[config.mk]
export PLATFORM = sky130hd
export DESIGN_NAME = rf_wb_arbiter
export DESIGN_NICKNAME = d
export VERILOG_FILES = /design/src/rtl/rf_wb_arbiter.sv
export SDC_FILE = /design/constraint.sdc
export NUM_CORES = 1
export LEC_CHECK = 0
export CORE_ASPECT_RATIO = 0.8
export CORE_UTILIZATION = 32
export DETAILED_ROUTE_END_ITERATION = 16
export GPL_ROUTABILITY_DRIVEN = 0
export PLACE_DENSITY = 0.86
export REMOVE_ABC_BUFFERS = 1
export SYNTH_ARGS = -nofsm -noshare
export SYNTH_HDL_FRONTEND = slang
export SYNTH_SLANG_ARGS = --single-unit
export TNS_END_PERCENT = 20
[constraint.sdc]
create_clock -name Clk -period 1.6 [get_ports Clk]
set_input_delay 0.48 -clock Clk [delete_from_list [all_inputs] [get_ports Clk]]
set_output_delay 0.48 -clock Clk [all_outputs]
set_load 0.02 [all_outputs]
[src/rtl/rf_wb_arbiter.sv]
// Write-back arbiter: two requesters share one register-file write port, plus a 32-cycle clear sweep.
// Define RF_WB_FIXED_PRIO_EN to make requester 0 win every tie instead of round-robin.
module rf_wb_arbiter (
  input  logic        Clk,
  input  logic        Reset,
  input  logic        Req0,
  input  logic [4:0]  Addr0,
  input  logic [31:0] Data0,
  output logic        Ack0,
  input  logic        Req1,
  input  logic [4:0]  Addr1,
  input  logic [31:0] Data1,
  output logic        Ack1,
  input  logic        Clr_Req,
  output logic        Clr_Busy,
  output logic [4:0]  Rf_W_Addr,
  output logic [31:0] Rf_W_Data,
  output logic        Rf_We,
  output logic [1:0]  Dbg_State
);

  // Handshake: a requester raises Req_k and holds Addr_k/Data_k until it sees
  // Ack_k, a one-cycle pulse that means the write has been issued to the file.
  typedef enum logic [1:0] {
    ST_IDLE  = 2'd0,
    ST_WRITE = 2'd1,
    ST_CLEAR = 2'd2
  } state_t;

  state_t      r_state, w_state_nxt;
  logic [4:0]  r_cnt, w_cnt_nxt;
  logic        r_last, w_last_nxt;
  logic        r_ack0, r_ack1, r_we, r_busy;
  logic [4:0]  r_addr;
  logic [31:0] r_data;
  logic        w_ack0_nxt, w_ack1_nxt, w_we_nxt, w_busy_nxt;
  logic [4:0]  w_addr_nxt;
  logic [31:0] w_data_nxt;
  logic        w_elig0, w_elig1, w_pick1;

  // A request whose ack is on the outputs right now was already written.
  assign w_elig0 = Req0 & ~r_ack0;
  assign w_elig1 = Req1 & ~r_ack1;

`ifdef RF_WB_FIXED_PRIO_EN
  assign w_pick1 = w_elig1 & ~w_elig0;
`else
  assign w_pick1 = w_elig1 & (~w_elig0 | ~r_last);
`endif

  always_comb begin
    w_state_nxt = ST_IDLE;
    w_cnt_nxt   = r_cnt;
    w_last_nxt  = r_last;
    w_ack0_nxt  = 1'b0;
    w_ack1_nxt  = 1'b0;
    w_we_nxt    = 1'b1;
    w_addr_nxt  = 5'd0;
    w_data_nxt  = 32'd0;
    w_busy_nxt  = 1'b0;
    case (r_state)
      ST_CLEAR: begin
        // r_cnt is the address on the outputs; it wraps to 0 as the sweep ends.
        w_cnt_nxt = r_cnt + 5'd1;
        if (r_cnt != 5'd31) begin
          w_state_nxt = ST_CLEAR;
          w_busy_nxt  = 1'b1;
          w_we_nxt    = 1'b0;
          w_addr_nxt  = r_cnt + 5'd1;
        end
      end
      default: begin
        if (Clr_Req) begin
          w_state_nxt = ST_CLEAR;
          w_cnt_nxt   = 5'd0;
          w_busy_nxt  = 1'b1;
          w_we_nxt    = 1'b0;
        end else if (w_elig0 | w_elig1) begin
          w_state_nxt = ST_WRITE;
          w_last_nxt  = w_pick1;
          if (w_pick1) begin
            w_ack1_nxt = 1'b1;
            w_addr_nxt = Addr1;
            w_data_nxt = Data1;
          end else begin
            w_ack0_nxt = 1'b1;
            w_addr_nxt = Addr0;
            w_data_nxt = Data0;
          end
          w_we_nxt = (w_addr_nxt == 5'd0);
        end
      end
    endcase
  end

  always_ff @(posedge Clk or posedge Reset) begin
    if (Reset) begin
      r_state <= ST_IDLE;
      r_cnt   <= 5'd0;
      r_last  <= 1'b1;
      r_ack0  <= 1'b0;
      r_ack1  <= 1'b0;
      r_we    <= 1'b1;
      r_addr  <= 5'd0;
      r_data  <= 32'd0;
      r_busy  <= 1'b0;
    end else begin
      r_state <= w_state_nxt;
      r_cnt   <= w_cnt_nxt;
      r_last  <= w_last_nxt;
      r_ack0  <= w_ack0_nxt;
      r_ack1  <= w_ack1_nxt;
      r_we    <= w_we_nxt;
      r_addr  <= w_addr_nxt;
      r_data  <= w_data_nxt;
      r_busy  <= w_busy_nxt;
    end
  end

  assign Ack0      = r_ack0;
  assign Ack1      = r_ack1;
  assign Rf_We     = r_we;
  assign Rf_W_Addr = r_addr;
  assign Rf_W_Data = r_data;
  assign Clr_Busy  = r_busy;
  assign Dbg_State = r_state;

endmodule

==> flow_summary.ini <==
[status]
status = completed

[pwr]
cell_internal_power_mw = 2.64
power.net_switching_mw = 1.22
vdd_ir_drop_max_mv = 0.501
cellLeakagePower_nw = 1.78
comb_power_share = 0.378
clockPowerShare = 0.218
power.sequential.fraction = 0.403
finalPower_mw = 3.86
power.density_nw_per_um2 = 1110
power_switching_share = 0.317

[sta]
setup_skew_after_layout_ns = 0.00541
holdWs_ns = 0.500
minimum_period_implied_by_the_final_worst_setup_slack_ns = 1.52
rsz0062_at_grt = no
fin_setup_tns_ns = 0
timing.final.setup_violations = 0
clock.fmax_ghz = 0.658
report.final.hold_viol_count = 0
worstMarginPinSlew_ns = 0.336
timing.slew.headroom = 0.776
post-route-worst-setup-slack_ns = 0.0810
slew_viol_final = 0
ratio_of_final_minimum_period_to_clock_period = 0.949

[synthesis]
synth.cells.most_frequent = 46 x sky130_fd_sc_hd__dfrtp_1, 32 x sky130_fd_sc_hd__a22o_1, 9 x sky130_fd_sc_hd__nand2_1, 7 x sky130_fd_sc_hd__buf_2
library_cell_with_the_highest_instance_count_after_synthesis = sky130_fd_sc_hd__dfrtp_1
area_fraction_of_the_dominant_cell_type_after_synthesis = 0.608
postSynth.topFlopCell = sky130_fd_sc_hd__dfrtp_1
synth_compound_gate_area_share = 0.203
synth_top_family_by_area = compound AO/OA/AOI/OAI gates
synthXorXnorAreaFrac = 0.00925
mapped_area_um2 = 1890
syn-instance-count = 142
synth_top_area_cell = sky130_fd_sc_hd__dfrtp_1
synthArstFlopShare = 1.00
yosys.area_share.adder = 0.0132
synth_cell_types = 31
share_of_synthesized_area_occupied_by_flip_flops_and_latches = 0.636
ys_seq_elements = 48
synth-edff-count = 0
synth.avg_cell_area_um2 = 13.3
yosys_warnings = 0
synth.top_cells.by_area = sky130_fd_sc_hd__dfrtp_1 61%, sky130_fd_sc_hd__a22o_1 15%, sky130_fd_sc_hd__dfstp_2 2.8%, sky130_fd_sc_hd__mux2i_1 2.6%, sky130_fd_sc_hd__buf_2 1.9%
synth_simple_gate_area_frac = 0.0839
synthMuxAreaShare = 0.0264

[clocking]
tritoncts.num_buffers = 5
root_buffer = sky130_fd_sc_hd__clkbuf_8
clock_tree_from_tritoncts = yes
maximum_count_of_clock_buffers_along_a_single_path = 2
ctsHtreeMaxLevel = 2
latest_clock_arrival_within_the_worst_skew_pair_ns = 0.29
worst_setup_hold_path_clk_slew_ns = 0.08
holdBufCountCts = 0
clock_sinks = 48

[die]
fp.dieArea_um2 = 6230
chipHeight_um = 70.8
floorplan.die.width_um = 88.0
core_area_um2 = 5590
initial_core_util = 0.339
placementRows = 24
io-pin-count = 122

[cells_and_area]
drive_gt1_frac = 0.128
areaGrowthSynthToFinish_pct = 84.1
fin_area_um2 = 3480
final_cells = 359
antenna_cells_inserted = 0
final_nets = 361
finish.utilization = 0.624

[worst_setup_path]
critical_path.max_stage_delay_ns = 0.39
crit_path_end_kind = output port
cp_cell_sequence = dlygate4sd2_1
timing.setup.critical_path_class = flop to output port
cp_num_buf_inv = 1
crit_family = flip-flops
worstSetupStartpointType = flop
slowest_stage_cell_crit_path = sky130_fd_sc_hd__dfrtp_1
cp.arrival_ns = 1.04
worst-path-max-fanout = 2
cp_data_required_time_ns = 1.12

[global_routing]
grt_remaining_overflow = 0
grt.total_usage = 0.172
grt_first_pass_wirelength_um = 8110
antenna_violations_before_repair = 0
first_global_vias = 1714
grt_max_degree = 49

[min_path]
min_path_type = flop to flop

[detailed_routing]
firstDrtPassIters = 4
routed_wire_length_per_instance_um = 15.9
wirelength_um = 5730
drt_first_iter_violations = 64
vias = 1687
route.detailed.drc = 0
drt-vias-per-instance = 4.70
drt.antenna.violating_nets = 0

[placed_design]
dp.cells = 344
dpl-instance-area_um2 = 3280
dp_hpwl_um = 3920
dp_slack_ns = -0.387
portBuffers = 121

[flow_run]
timing.max_cap.violations = 0
## power groups by stage
stage               sequential (mW)  combinational (mW)  clock [mW]
floorplan                      1.79               0.493           0
global placement               1.58                1.45           0
detailed placement             1.59                1.49           0
CTS                            1.56                1.38       0.879
global route                   1.58                1.59       0.929
finish                         1.56                1.46       0.843
## metal layers
metal,vias to the layer above,wire (um),GRT usage
met2,77,2870,0.300
met4,0,70,0.0619
li1,797,-,-
met1,806,2360,0.202
met3,7,432,0.0467
met5,-,0,0
## sequential cells by signal (all words and copies together) (netlist names)
register   cells
Ack0           1
Ack1           1
Clr_Busy       1
Dbg_State      1
Rf_W_Addr      5
Rf_W_Data     32
Rf_We          1
r_cnt          5
r_last         1
## placed cells by master, fill, tap and decap left out, types with 5 or more instances in the layout
| cell | Yosys | layout |
|---|---|---|
| sky130_fd_sc_hd__clkbuf_8 | 0 | 5 |
| sky130_fd_sc_hd__nand2_1 | 9 | 9 |
| sky130_fd_sc_hd__a22o_1 | 32 | 32 |
| sky130_fd_sc_hd__clkdlybuf4s50_1 | 0 | 72 |
| sky130_fd_sc_hd__o21ai_0 | 5 | 5 |
| sky130_fd_sc_hd__dlymetal6s2s_1 | 0 | 6 |
| sky130_fd_sc_hd__dlygate4sd2_1 | 0 | 42 |
| sky130_fd_sc_hd__mux2i_1 | 5 | 5 |
| sky130_fd_sc_hd__dfrtp_1 | 46 | 46 |
| sky130_fd_sc_hd__buf_4 | 1 | 9 |
## worst paths after layout
path | end | depth (start not counted) | slack (ns) | start
setup / recovery | Ack1 | 1 | 0.08 | Ack1
hold / removal | r_cnt[4] | 2 | 0.50 | r_cnt[4]
setup reg to reg | Rf_W_Addr[3] | 5 | 0.12 | r_cnt[1]
hold reg to reg | r_cnt[4] | 2 | 0.50 | r_cnt[4]
max in group asynchronous | r_last | 3 | 0.76 | Reset
min in group asynchronous | Rf_W_Data[21] | 3 | 0.54 | Reset
## cell type report
type	instances	area [um^2]
clock inverters	2	35.0
flip-flops and latches	48	1200
clock buffers	6	72.6
fillers	454	2100
repair buffers	139	1410
multi-input cells	83	651
inverters	3	11.3
well taps	78	97.6
## repair_timing
item	4_1_cts	5_1_grt
resized for setup	45	11
endpoints found under the setup margin	49	38
setup buffers	0	3
cloned	0	4
pin swaps	1	8
## cells by family (layout without fill, tap and decap cells)
family	count (synthesis)	in the layout
flops	48	48
compound gates	47	47
simple gates	27	27
buf+inv	11	150
mux	5	5
fa+ha+maj	2	2
xor+xnor	2	2
No activity file was read; power rests on OpenSTA's default activity.
